[config.mk]
export PLATFORM = sky130hd
export DESIGN_NAME = pipe_adder
export DESIGN_NICKNAME = d
export VERILOG_FILES = /design/src/rtl/pipe_adder_pkg.sv /design/src/rtl/pipe_adder_slice.sv /design/src/rtl/pipe_adder.sv
export SDC_FILE = /design/constraint.sdc
export NUM_CORES = 1
export LEC_CHECK = 0
export CORE_MARGIN = 2
export CORE_UTILIZATION = 45
export DETAILED_ROUTE_END_ITERATION = 8
export PLACE_DENSITY_LB_ADDON = 0.25
export REMOVE_ABC_BUFFERS = 1
export SLEW_MARGIN = 20
export SYNTH_ARGS = -nofsm -noshare
export SYNTH_HDL_FRONTEND = slang
export SYNTH_SLANG_ARGS = --single-unit
[constraint.sdc]
create_clock -name clk -period 7 [get_ports clk]
set_input_delay 0.7 -clock clk [delete_from_list [all_inputs] [get_ports clk]]
set_output_delay 0.7 -clock clk [all_outputs]
set_load 0.05 [all_outputs]
[src/rtl/pipe_adder_pkg.sv]
// Shared op encoding for the pipelined adder and the ALU decoder.
package pipe_adder_pkg;

    typedef logic [1:0] op_t;

    localparam op_t OP_ADD  = 2'b00;
    localparam op_t OP_SUB  = 2'b01;
    localparam op_t OP_ADDC = 2'b10;
    localparam op_t OP_SUBB = 2'b11;

    // Carry into bit 0: fixed 0/1 for ADD/SUB, external cin for ADDC/SUBB.
    function automatic logic carry_sel(input op_t op, input logic cin);
        return op[1] ? cin : op[0];
    endfunction

    function automatic logic invert_b(input op_t op);
        return op[0];
    endfunction

endpackage

[src/rtl/pipe_adder_slice.sv]
// One SW-bit slice of the split carry chain, with a slice-is-zero flag.
module pipe_adder_slice #(
    parameter int SW = 16
) (
    input  logic [SW-1:0] a,
    input  logic [SW-1:0] b,
    input  logic          cin,
    output logic [SW-1:0] s,
    output logic          cout,
    output logic          zero
);

    logic [SW:0] full;

    assign full = {1'b0, a} + {1'b0, b} + {{SW{1'b0}}, cin};
    assign s    = full[SW-1:0];
    assign cout = full[SW];
    assign zero = ~|full[SW-1:0];

endmodule

[src/rtl/pipe_adder.sv]
// Pipelined add/sub: the carry chain is cut into STAGES registered slices,
// each stage with its own valid bit and a collapsing-bubble handshake.
module pipe_adder
    import pipe_adder_pkg::*;
#(
    parameter int WIDTH  = 32,
    parameter int STAGES = 2
) (
    input  logic             clk,
    input  logic             rst_n,
    input  logic             in_valid,
    output logic             in_ready,
    input  logic [WIDTH-1:0] a,
    input  logic [WIDTH-1:0] b,
    input  logic [1:0]       op,
    input  logic             cin,
    output logic             out_valid,
    input  logic             out_ready,
    output logic [WIDTH-1:0] sum,
    output logic             cout,
    output logic             ovf,
    output logic             zero
);

    localparam int SW = WIDTH / STAGES;

    logic [STAGES-1:0] v_q, v_d, en;
    logic [STAGES:0]   ld;

    logic [WIDTH-1:0] a_d [STAGES];
    logic [WIDTH-1:0] b_d [STAGES];
    logic [WIDTH-1:0] r_in [STAGES];
    logic             cin_s [STAGES];
    logic             z_in [STAGES];

    logic [SW-1:0]    s_sl [STAGES];
    logic             c_d [STAGES];
    logic             z_sl [STAGES];

    logic [WIDTH-1:0] r_d [STAGES];
    logic             z_d [STAGES];
    logic             o_d [STAGES];

    logic [WIDTH-1:0] a_q [STAGES];
    logic [WIDTH-1:0] b_q [STAGES];
    logic [WIDTH-1:0] r_q [STAGES];
    logic             c_q [STAGES];
    logic             z_q [STAGES];
    logic             o_q [STAGES];

    // A stage loads when it is empty or the stage after it loads; the last
    // stage drains on out_ready. in_ready therefore never depends on in_valid.
    always_comb begin
        ld[STAGES] = out_ready;
        for (int k = STAGES - 1; k >= 0; k--) begin
            ld[k] = ~v_q[k] | ld[k+1];
        end
        en[0]  = ld[0] & in_valid;
        v_d[0] = ld[0] ? in_valid : v_q[0];
        for (int k = 1; k < STAGES; k++) begin
            en[k]  = ld[k] & v_q[k-1];
            v_d[k] = ld[k] ? v_q[k-1] : v_q[k];
        end
    end

    always_comb begin
        a_d[0]   = a;
        b_d[0]   = invert_b(op) ? ~b : b;
        cin_s[0] = carry_sel(op, cin);
        r_in[0]  = '0;
        z_in[0]  = 1'b1;
        for (int k = 1; k < STAGES; k++) begin
            a_d[k]   = a_q[k-1];
            b_d[k]   = b_q[k-1];
            cin_s[k] = c_q[k-1];
            r_in[k]  = r_q[k-1];
            z_in[k]  = z_q[k-1];
        end
    end

    for (genvar k = 0; k < STAGES; k++) begin : g_slice
        pipe_adder_slice #(.SW(SW)) u_slice (
            .a    (a_d[k][k*SW +: SW]),
            .b    (b_d[k][k*SW +: SW]),
            .cin  (cin_s[k]),
            .s    (s_sl[k]),
            .cout (c_d[k]),
            .zero (z_sl[k])
        );
    end

    // Overflow is only meaningful once the top slice has been added, i.e. in
    // the last stage; earlier stages compute it but it is overwritten later.
    always_comb begin
        for (int k = 0; k < STAGES; k++) begin
            r_d[k]               = r_in[k];
            r_d[k][k*SW +: SW]   = s_sl[k];
            z_d[k]               = z_in[k] & z_sl[k];
            o_d[k]               = (a_d[k][WIDTH-1] == b_d[k][WIDTH-1]) &&
                                   (r_d[k][WIDTH-1] != a_d[k][WIDTH-1]);
        end
    end

    always_ff @(posedge clk or negedge rst_n) begin
        if (!rst_n) begin
            v_q <= '0;
            for (int k = 0; k < STAGES; k++) begin
                a_q[k] <= '0;
                b_q[k] <= '0;
                r_q[k] <= '0;
                c_q[k] <= 1'b0;
                z_q[k] <= 1'b0;
                o_q[k] <= 1'b0;
            end
        end else begin
            v_q <= v_d;
            for (int k = 0; k < STAGES; k++) begin
                if (en[k]) begin
                    a_q[k] <= a_d[k];
                    b_q[k] <= b_d[k];
                    r_q[k] <= r_d[k];
                    c_q[k] <= c_d[k];
                    z_q[k] <= z_d[k];
                    o_q[k] <= o_d[k];
                end
            end
        end
    end

    assign in_ready  = ld[0];
    assign out_valid = v_q[STAGES-1];
    assign sum       = r_q[STAGES-1];
    assign cout      = c_q[STAGES-1];
    assign ovf       = o_q[STAGES-1];
    assign zero      = z_q[STAGES-1];

endmodule

==> metrics.md <==
| Metric | Value |
|---|---|
| CTS Hold Bufs | `0` |
| Critical setup path kind | `in2reg` |
| Global-route wire length before repair | `17.0 mm` |
| RSZ-0062 raised after global routing | `false` |
| Initial Utilization | `0.460` |
| Largest net degree at the start of global routing | `88` |
| Largest stage delay on the critical path | `0.72 ns` |
| Clock skew | `0.00789 ns` |
| GR Overflow Total | `0` |
| Fill cells | `about 950` |
| Met1 Use GR | `0.241` |
| FP Rows | `38` |
| Rel. slew slack | `0.350` |
| Die area | `about 12000 um2` |
| Register area share after synthesis | `0.438` |
| Top_reg_cell synth | `dfrtp_1` |
| Number of global-route vias before repair | `between 3000 and 4000` |
| Wire per inst | `14.5 um` |
| Via/cell ratio | `between 5 and 6` |
| CTS max path bufs | `2` |
| Period minus WS final | `~4.0 ns` |
| F_max | `0.251 GHz` |
| Peak VDD IR | `between 0.2 and 0.25 mV` |
| Worst r2r src | `a_d[16]` |
| ANT nets after route | `0` |
| Fin cells | `slightly above 700` |
| # DRC | `0` |
| Post-placement cell count | `slightly above 700` |
| Maxcap violations | `0` |
| Setup tns final | `0 ns` |
| Area Overhead vs Synth | `28.8%` |
| Layout cell share with drive strength beyond 1 | `0.121` |
| Synth Instances | `between 400 and 500` |
| Flop2flop setup slack | `~3.4 ns` |
| Mapped Area | `about 5000 um2` |
| Setup repair bufs after CTS | `0` |
| Port-buffer cells | `107` |
| Reg-to-reg critical path endpoint | `zero` |
| Worst R2R Path Depth | `10` |
| Fin. Hold Viols | `0` |
| Fin nets | `a little under 700` |
| Area after DPL | `6160 um2` |
| Startpoint types | `primary input` |
| CP Data Required Time | `around 7.3 ns` |
| Post-cts sizing count | `0` |
| Yosys cell types | `48` |
| Die width | `about 110 um` |
| Die Y | `about 110 um` |
| Final setup viols | `0` |
| Crit path max-delay cell type | `buf_2` |
| Root buf cell | `clkbuf_8` |
| TritonCTS clock tree | `yes` |
| Max Slew Vio Count | `0` |
| Leak | `between 2 and 3 nW` |
| Core Region | `around 11000 um2` |
| Syn_area_per_cell | `10.5 um2` |
| Seq cells post-synth | `slightly below 90` |
| Most used routing layer | `met2` |
| Clock Latency Late Sink | `between 0.3 and 0.4 ns` |
| H-tree Lvls | `3` |
| # IOs | `approximately 110` |
| WL final | `10.4 mm` |
| CTS clk-pin slew, worst paths | `around 0.08 ns` |
| Starting DRT DRC Count | `between 100 and 150` |
| Buffers and inverters on the worst path | `1` |
| Worst hold path class | `in2async` |
| Synth async-reset ratio | `1.00` |
| Cts bufs inserted | `9` |
| Synth warnings | `0` |
| Post-synth EDFFs | `0` |
| Status | `finished, final reports clean` |
| CP Max Fanout | `33` |
| Drt pass-1 iters | `5` |
| Met3 global-route usage | `0.0359` |
| Initial antenna violation count | `0` |
| CP Cell Sequence | `buf_2, xnor2_1, fa_1, fa_1, nor2b_1, o31a_1, o31a_1, o21ai_1, a311oi_1, nor2_1, nor4b_2, a32o_1` |
| CP Capture Type | `register` |
| Util after Layout | `0.593` |
| Cell family with the largest share of critical-path delay | `compound AO/OA/AOI/OAI gates` |
| Design area | `6400 um2` |
| Sink Count | `87` |
| Final Cycle Share | `0.570` |
| Worst Max-Slew Pin Slew | `around 0.98 ns` |
| HPWL after DPL | `around 7.6 mm` |
| Power Density | `342 nW/um2` |
| Total GRT Usage | `0.183` |
| RePlAce Congestion | `between 0.8 and 0.9` |
| CP Data Arrival Time | `4.28 ns` |
| Met2 GRT Util | `0.301` |
| Vias post-DR | `3807` |
| Antenna diodes | `0` |
## cell usage in the layout (no fill, tap or decap), types with 7 or more instances in the layout
| master | netlist | layout |
|---|---|---|
| clkbuf_8 | 0 | 9 |
| a21o_1 | 7 | 7 |
| dfrtp_1 | 87 | 87 |
| o21ai_0 | 51 | 51 |
| nand2_1 | 47 | 45 |
| clkdlybuf4s50_1 | 0 | 105 |
| xnor2_1 | 29 | 29 |
| nor2_1 | 19 | 19 |
| ha_1 | 30 | 30 |
| mux2_2 | 45 | 45 |
| xor2_1 | 21 | 21 |
| a21oi_1 | 23 | 23 |
| o21a_1 | 12 | 12 |
## worst reg2reg max path, cell delays in order, from the launching register on
cell	delay, ns
dfrtp_1	0.40
fa_1	0.49
fa_1	0.46
xnor2_1	0.27
nand3_1	0.14
nor4b_1	0.45
nand3_1	0.13
nor4bb_1	0.35
nand4_1	0.17
or4_1	0.42
o31ai_1	0.22
## how the worst max path moves through the flow
stage	from	endpoint	slack [ns]	cells past startpoint
CTS	op[0]	z_in[0]	2.99	12
global placement	op[0]	z_in[0]	2.70	12
detailed placement	op[0]	z_in[0]	2.61	12
floorplan	out_ready	z_in[0]	3.31	7
global route	op[0]	z_in[0]	2.75	12
finish	op[0]	z_in[0]	3.01	12
## state kept, by name, indices dropped and copies added (netlist names)
register,cells
b_d,16
c_q,1
zero,1
v_q,2
a_d,16
r_d,16
ovf,1
sum,32
z_in,1
cout,1
## final cells by class
class | instances | area [um2] | area share
repair buffers | 108 | 1070 | 0.168
flip-flops and latches | 87 | 2180 | 0.340
inverters | 6 | 22.5 | 0.00352
clock inverters | 6 | 110 | 0.0172
multi-input cells | 363 | 2720 | 0.424
well taps | 140 | 175 | 0.0274
clock buffers | 9 | 124 | 0.0194
## synthesized netlist by cell type, types with 3 or more instances
| cell | count | area [um2] |
|---|---|---|
| dfrtp_1 | 87 | 2180 |
| o21ai_0 | 51 | 255 |
| nand2_1 | 47 | 176 |
| mux2_2 | 45 | 507 |
| ha_1 | 30 | 375 |
| xnor2_1 | 29 | 254 |
| a21oi_1 | 23 | 115 |
| xor2_1 | 21 | 184 |
| nor2_1 | 19 | 71.3 |
| clkbuf_1 | 13 | 48.8 |
| o21a_1 | 12 | 90.1 |
| a21o_1 | 7 | 52.6 |
| inv_1 | 6 | 22.5 |
| nor3_1 | 6 | 30.0 |
| nand2b_1 | 5 | 31.3 |
| nand3_1 | 5 | 25.0 |
| nor2b_1 | 5 | 31.3 |
| o21bai_1 | 5 | 37.5 |
| o31ai_1 | 5 | 37.5 |
| fa_1 | 4 | 80.1 |
| nor4_1 | 4 | 25.0 |
| o31a_1 | 4 | 35.0 |
| a211oi_1 | 3 | 22.5 |
| buf_1 | 3 | 11.3 |
| or3_1 | 3 | 18.8 |
## cells by family after synthesis
| family | after synthesis | share of synthesized area |
|---|---|---|
| compound gates | 128 | 0.162 |
| xor+xnor | 50 | 0.0881 |
| fa+ha+maj | 34 | 0.0916 |
| buf+inv | 22 | 0.0166 |
| flops | 87 | 0.438 |
| mux | 46 | 0.104 |
| simple gates | 105 | 0.0997 |
## metrics by stage
step	setup WS (ns)	hold WS [ns]	power, mW
6_report	3.01	0.359	2.19
5_1_grt	2.75	0.455	2.32
4_1_cts	2.99	0.485	2.21
3_5_place_dp	2.61	0.467	1.79
3_3_place_gp	2.70	0.459	1.77
2_1_floorplan	3.31	0.404	1.45
## power breakdown
group / leakage [nW] / switching, mW / internal [mW]
Combinational: 1.53 / 0.630 / 0.423
Clock: 0.111 / 0.175 / 0.234
Sequential: 1.04 / 0.0821 / 0.647
Total: 2.68 / 0.887 / 1.30
## metal layers
metal	vias to the layer above	wire (um)
met3	10	590
met5	-	0
met2	98	5040
li1	1896	-
met4	0	95
met1	1803	4670
Note: power is estimated with default switching activity, not from simulation.
